$ cat src/rtl/button_event_decoder_pkg.sv
// Shared types and constants for the button event decoder.
// Optional feature macro: BTN_DOUBLE_CLICK_EN (adds double-click detection).
package button_event_decoder_pkg;

    // Gesture FSM states; the double-click states only exist when the feature is built in.
    typedef enum logic [2:0] {
        IDLE           = 3'd0,
        PRESSED        = 3'd1,
`ifdef BTN_DOUBLE_CLICK_EN
        LONG_HELD      = 3'd2,
        WAIT_SECOND    = 3'd3,
        SECOND_PRESSED = 3'd4
`else
        LONG_HELD      = 3'd2
`endif
    } state_t;

    // Event codes presented on event_code.
    localparam logic [1:0] EVT_NONE   = 2'd0;
    localparam logic [1:0] EVT_CLICK  = 2'd1;
    localparam logic [1:0] EVT_DOUBLE = 2'd2;
    localparam logic [1:0] EVT_LONG   = 2'd3;

    // Larger of two integers, used to size the elapsed-ms counter.
    function automatic int max_int(input int a, input int b);
        if (a > b) begin
            return a;
        end else begin
            return b;
        end
    endfunction

endpackage

$ cat src/rtl/button_event_decoder_ms_tick_gen.sv
// Restartable 1 ms prescaler: tick is high for one cycle every CLK_FREQ*1000
// cycles, the first one exactly CLK_FREQ*1000 cycles after a restart.
module ms_tick_gen #(
    parameter int CLK_FREQ = 50
) (
    input  logic clk,
    input  logic rst_n,
    input  logic restart,
    output logic tick
);

    localparam int unsigned DIV  = CLK_FREQ * 1000;
    localparam int          CW   = (DIV > 1) ? $clog2(DIV) : 1;
    localparam logic [CW-1:0] LAST = CW'(DIV - 1);

    logic [CW-1:0] cnt;

    // Cycle counter that wraps at the end of each millisecond or on restart.
    always_ff @(posedge clk or negedge rst_n) begin
        if (!rst_n) begin
            cnt <= '0;
        end else if (restart || (cnt == LAST)) begin
            cnt <= '0;
        end else begin
            cnt <= cnt + CW'(1);
        end
    end

    assign tick = (cnt == LAST);

endmodule

$ cat src/rtl/button_event_decoder.sv
// Button gesture decoder: turns a debounced button level into CLICK, LONG and
// (optionally) DOUBLE events with a valid/ready handshake and a sticky drop flag.
// Optional feature macro: BTN_DOUBLE_CLICK_EN.
module button_event_decoder
    import button_event_decoder_pkg::*;
#(
    parameter int CLK_FREQ  = 50,
    parameter int LONG_MS   = 1000,
    parameter int DCLICK_MS = 300
) (
    input  logic       clk,
    input  logic       rst_n,
    input  logic       pb_level,
    output logic       event_valid,
    output logic [1:0] event_code,
    input  logic       event_ready,
    output logic       overflow,
    input  logic       overflow_clr
);

    localparam int MS_MAX = max_int(LONG_MS, DCLICK_MS);
    localparam int MS_W   = $clog2(MS_MAX + 1);

    state_t          state;
    state_t          state_nxt;
    logic            pb_prev;
    logic            rise;
    logic            fall;
    logic            tick;
    logic            restart;
    logic [MS_W-1:0] ms_cnt;
    logic            long_hit;
    logic            emit;
    logic [1:0]      emit_code;
    logic            accept;
    logic            drop;

    assign rise     = pb_level & ~pb_prev;
    assign fall     = ~pb_level & pb_prev;
    assign long_hit = tick && (ms_cnt == MS_W'(LONG_MS - 1));
`ifdef BTN_DOUBLE_CLICK_EN
    logic dclick_hit;
    assign dclick_hit = tick && (ms_cnt == MS_W'(DCLICK_MS - 1));
`endif

    // Every state change restarts both the prescaler and the ms count.
    assign restart = (state_nxt != state);
    assign accept  = event_valid && event_ready;
    assign drop    = emit && event_valid && !event_ready;

    ms_tick_gen #(
        .CLK_FREQ (CLK_FREQ)
    ) u_ms_tick (
        .clk     (clk),
        .rst_n   (rst_n),
        .restart (restart),
        .tick    (tick)
    );

    // Elapsed milliseconds in the current state; saturates instead of wrapping.
    always_ff @(posedge clk or negedge rst_n) begin
        if (!rst_n) begin
            ms_cnt <= '0;
        end else if (restart) begin
            ms_cnt <= '0;
        end else if (tick && (ms_cnt != MS_W'(MS_MAX))) begin
            ms_cnt <= ms_cnt + MS_W'(1);
        end else begin
            ms_cnt <= ms_cnt;
        end
    end

    // Gesture decode: next state and which event (if any) this cycle triggers.
    always_comb begin
        state_nxt = state;
        emit      = 1'b0;
        emit_code = EVT_NONE;
        case (state)
            IDLE: begin
                if (rise) begin
                    state_nxt = PRESSED;
                end else begin
                    state_nxt = IDLE;
                end
            end
            PRESSED: begin
                if (long_hit) begin
                    state_nxt = LONG_HELD;
                    emit      = 1'b1;
                    emit_code = EVT_LONG;
                end else if (fall) begin
`ifdef BTN_DOUBLE_CLICK_EN
                    state_nxt = WAIT_SECOND;
`else
                    state_nxt = IDLE;
                    emit      = 1'b1;
                    emit_code = EVT_CLICK;
`endif
                end else begin
                    state_nxt = PRESSED;
                end
            end
            LONG_HELD: begin
                if (fall) begin
                    state_nxt = IDLE;
                end else begin
                    state_nxt = LONG_HELD;
                end
            end
`ifdef BTN_DOUBLE_CLICK_EN
            WAIT_SECOND: begin
                if (rise) begin
                    state_nxt = SECOND_PRESSED;
                end else if (dclick_hit) begin
                    state_nxt = IDLE;
                    emit      = 1'b1;
                    emit_code = EVT_CLICK;
                end else begin
                    state_nxt = WAIT_SECOND;
                end
            end
            SECOND_PRESSED: begin
                if (fall) begin
                    state_nxt = IDLE;
                    emit      = 1'b1;
                    emit_code = EVT_DOUBLE;
                end else if (long_hit) begin
                    state_nxt = LONG_HELD;
                    emit      = 1'b1;
                    emit_code = EVT_DOUBLE;
                end else begin
                    state_nxt = SECOND_PRESSED;
                end
            end
`endif
            default: begin
                state_nxt = IDLE;
            end
        endcase
    end

    // State, edge-detect sample and registered event/overflow outputs.
    always_ff @(posedge clk or negedge rst_n) begin
        if (!rst_n) begin
            state       <= IDLE;
            pb_prev     <= 1'b0;
            event_valid <= 1'b0;
            event_code  <= EVT_NONE;
            overflow    <= 1'b0;
        end else begin
            state   <= state_nxt;
            pb_prev <= pb_level;

            // A new event loads when the slot is empty or being emptied this cycle.
            if (emit && (!event_valid || event_ready)) begin
                event_valid <= 1'b1;
                event_code  <= emit_code;
            end else if (accept) begin
                event_valid <= 1'b0;
                event_code  <= EVT_NONE;
            end else begin
                event_valid <= event_valid;
                event_code  <= event_code;
            end

            // A drop wins over a simultaneous clear so no loss goes unreported.
            if (drop) begin
                overflow <= 1'b1;
            end else if (overflow_clr) begin
                overflow <= 1'b0;
            end else begin
                overflow <= overflow;
            end
        end
    end

endmodule

$ cat config.mk
export PLATFORM = sky130hd
export DESIGN_NAME = button_event_decoder
export DESIGN_NICKNAME = d
export VERILOG_FILES = /design/src/rtl/button_event_decoder_pkg.sv /design/src/rtl/button_event_decoder_ms_tick_gen.sv /design/src/rtl/button_event_decoder.sv
export SDC_FILE = /design/constraint.sdc
export NUM_CORES = 1
export LEC_CHECK = 0
export CAP_MARGIN = 20
export CORE_UTILIZATION = 25
export DETAILED_ROUTE_END_ITERATION = 7
export DONT_BUFFER_PORTS = 1
export SYNTH_ARGS = -nofsm -noshare
export SYNTH_HDL_FRONTEND = slang
export SYNTH_SLANG_ARGS = --single-unit
$ cat constraint.sdc
create_clock -name clk -period 3.15 [get_ports clk]
set_input_delay 0.1575 -clock clk [delete_from_list [all_inputs] [get_ports clk]]
set_output_delay 0.1575 -clock clk [all_outputs]
set_load 0.02 [all_outputs]
==> results.json <==
{
  "status": "finished clean",
  "clkSinkCount": 33,
  "skew_ns": 0.00901,
  "setup-tns-final_ns": 0,
  "drv_cap": 0,
  "hp-class": "primary input to flip-flop",
  "max_slew_margin": 0.560,
  "fillers": 720,
  "cts_tree": "yes",
  "ios": 9,
  "yosys-top-cells-area": "dfrtp_1 47%, xnor2_1 6.5%, nor2_1 4.9%",
  "vdd_drop_max_v": 0.000155,
  "synth_area_mm2": 0.00176,
  "r2r_cells": 4,
  "power_mw": 0.995,
  "top_layer": "met4",
  "grt_pass1_vias": 1400,
  "yosysUniqueCellTypes": 41,
  "drt-total-wl_um": 3640,
  "grt-ovfl-total": 0,
  "period_share": 0.815,
  "rrSetupSlack_ns": 0.58,
  "clock.fmax_ghz": 0.390,
  "slowest_stage": "or4_1",
  "die-area_mm2": 0.00738,
  "path_buf_inv": 0,
  "clock_latency_ns": 0.29,
  "core_area_mm2": 0.00679,
  "gr-usage-all-layers": 0.112,
  "crit_path_end_kind": "flip-flop",
  "gp_congestion": 0.773,
  "drcViolationCount": 0,
  "areaGrowthSynthToFinish_pct": 15.3,
  "async_flop_share": 1.00,
  "die_y_um": 85.9,
  "vias": 1410,
  "ys_seq_area_frac": 0.469,
  "min-delay-start": "event_ready",
  "grt_max_degree": 34,
  "final_max_slew_viol_count": 0,
  "period_needed_ns": 2.57,
  "drive_gt1_frac": 0.0821,
  "path_class": "flip-flop to flip-flop",
  "cts_resized": 0,
  "timing.rr.end": "ms_cnt[9]",
  "final-setup-viol-count": 0,
  "pre_cts_ws_ns": 0.599,
  "avgSynthCellArea_um2": 9.41,
  "met3_length_um": 117,
  "n_antenna_cell": 0,
  "cpMostUsedCell": "or4_1",
  "ant_nets": 0,
  "critical_path.top_delay_family": "simple AND/OR/NAND/NOR gates",
  "synth_cells": 187,
  "hpwl_um": 2580,
  "arrival_ns": 2.76,
  "synth_nets": 195,
  "whs_path_depth": 3,
  "cts_setup_buffers": 0,
  "wl_per_cell_um": 12.5,
  "root_buffer": "clkbuf_8",
  "route.met2.wl_um": 1700,
  "crit_chain": "or4b_4 -> or4_1 -> or4_1 -> a211oi_1",
  "yosysWarnings": 0,
  "firstDrtPassIters": 4,
  "clk_pin_slew_worst_paths_ns": 0.08,
  "synthFlopType": "dfrtp_1",
  "slowest_delay_ns": 0.70,
  "start_kind": "flip-flop",
  "p_per_area_mw_per_mm2": 490,
  "layout.nets": 202,
  "setup_ws_ns": 0.584,
  "finalHoldViolations": 0,
  "yosysTopAreaCell": "dfrtp_1",
  "rsz0062_at_grt": "no",
  "crit_fanout": 9,
  "synth_top_area_frac": 0.469,
  "synth-edff-count": 0,
  "grt_pass1_wl_um": 6440,
  "start_util": 0.259,
  "critical_path_required_ns": 3.34,
  "met1Wirelength_um": 1750,
  "holdPathEnd": "event_code[0]",
  "fp-row-count": 30,
  "vias_per_cell": 4.85,
  "p_leak_nw": 0.761,
  "htreeDepth": 2,
  "cts_made_buffers": 5,
  "worstMarginPinSlew_ns": 0.654,
  "r2r_start": "u_ms_tick.cnt[7]",
  "cts_buffer_depth": 2,
  "dieWidth_um": 85.9,
  "ys_ff_latch": 33,
  "port_buffers": 0,
  "ctsHoldBuffers": 4,
  "antenna_found_initial": 0,
  "drtIter0Drc": 72
}
==> layer usage <==
| metal | up-vias | GRT usage |
|---|---|---|
| li1 | 708 | - |
| met1 | 673 | 0.133 |
| met2 | 21 | 0.180 |
| met3 | 8 | 0.0385 |
| met4 | 0 | 0.0576 |
| met5 | - | 0 |
==> worst max-delay path by stage <==
| stage | start | endpoint | slack, ns | cells after the start |
|---|---|---|---|---|
| finish | u_ms_tick.cnt[7] | ms_cnt[9] | 0.58 | 4 |
| global route | u_ms_tick.cnt[10] | ms_cnt[9] | 0.50 | 4 |
| CTS | u_ms_tick.cnt[7] | ms_cnt[9] | 0.59 | 4 |
| detailed placement | u_ms_tick.cnt[7] | ms_cnt[9] | 0.60 | 4 |
| global placement | u_ms_tick.cnt[7] | ms_cnt[9] | 0.65 | 4 |
| floorplan | u_ms_tick.cnt[7] | ms_cnt[9] | 0.74 | 5 |
==> cells by family after synthesis <==
logic type | Yosys count | synth area share
buffers and inverters | 14 | 0.0306
adder cells (fa/ha/maj) | 3 | 0.0213
XOR/XNOR | 14 | 0.0697
AO/OA/AOI/OAI | 33 | 0.129
flip-flops | 33 | 0.469
AND/OR/NAND/NOR | 90 | 0.281
==> state kept, by name, indices dropped and copies added (netlist names) <==
name           count
state              2
overflow           1
event_valid        1
event_code         2
u_ms_tick.cnt     16
ms_cnt            10
pb_prev            1
==> worst reg2reg max path: stages, from the launching register on <==
cell      delay (ns)
dfrtp_1         0.41
or4b_4          0.58
or4_1           0.70
or4_1           0.55
a211oi_1        0.23
==> layout make-up <==
| cell class | count | area [um2] | area share |
|---|---|---|---|
| Inverter | 10 | 37.5 | 0.0185 |
| Tap cell | 96 | 120 | 0.0592 |
| Clock buffer | 5 | 68.8 | 0.0339 |
| Sequential cell | 33 | 826 | 0.407 |
| Clock inverter | 3 | 46.3 | 0.0228 |
| Multi-Input combinational cell | 140 | 881 | 0.434 |
| Timing Repair Buffer | 4 | 50.0 | 0.0247 |
==> where the power goes <==
group	total [mW]	switching, mW	internal [mW]	leakage (nW)
clock	0.396	0.160	0.237	0.0543
sequential	0.499	0.0445	0.455	0.450
combinational	0.0999	0.0591	0.0408	0.256
==> cell usage in the layout, fill, tap and decap left out, types with 5 or more instances in the layout <==
| master | synthesis | final |
|---|---|---|
| xnor2_1 | 13 | 13 |
| dfrtp_1 | 33 | 33 |
| nor4_1 | 8 | 8 |
| clkbuf_8 | 0 | 5 |
| nand3_1 | 12 | 12 |
| nor3_1 | 6 | 6 |
| a211oi_1 | 5 | 5 |
| inv_1 | 10 | 10 |
| nand4_1 | 5 | 5 |
| nor2_1 | 23 | 23 |
| o21ai_0 | 9 | 9 |
| nand2_1 | 13 | 13 |
==> Yosys cell counts (all sizes together) (2+ instances only) <==
cell type	n
nand2b	3
nor2	23
and4	2
a311oi	3
nor2b	2
nor4	8
nor3	6
or4b	2
o31ai	2
nand4	5
nand2	13
o21ai	9
clkbuf	3
nand3	12
or4	5
and3	2
a31oi	3
inv	10
dfrtp	33
a21oi	3
ha	3
a211oi	5
xnor2	13
==> stage by stage <==
stage                     instances  area [um2]   util  hold slack [ns]
after floorplan                 187        1760      -           -0.138
after global placement          279        1860  0.274           -0.138
after detailed placement        279        1860  0.274           -0.137
after CTS                       291        2030  0.299           0.0709
after global routing            291        2030  0.299           0.0826
final                           291        2030  0.299           0.0747
Note: power is estimated with default switching activity, not from simulation.
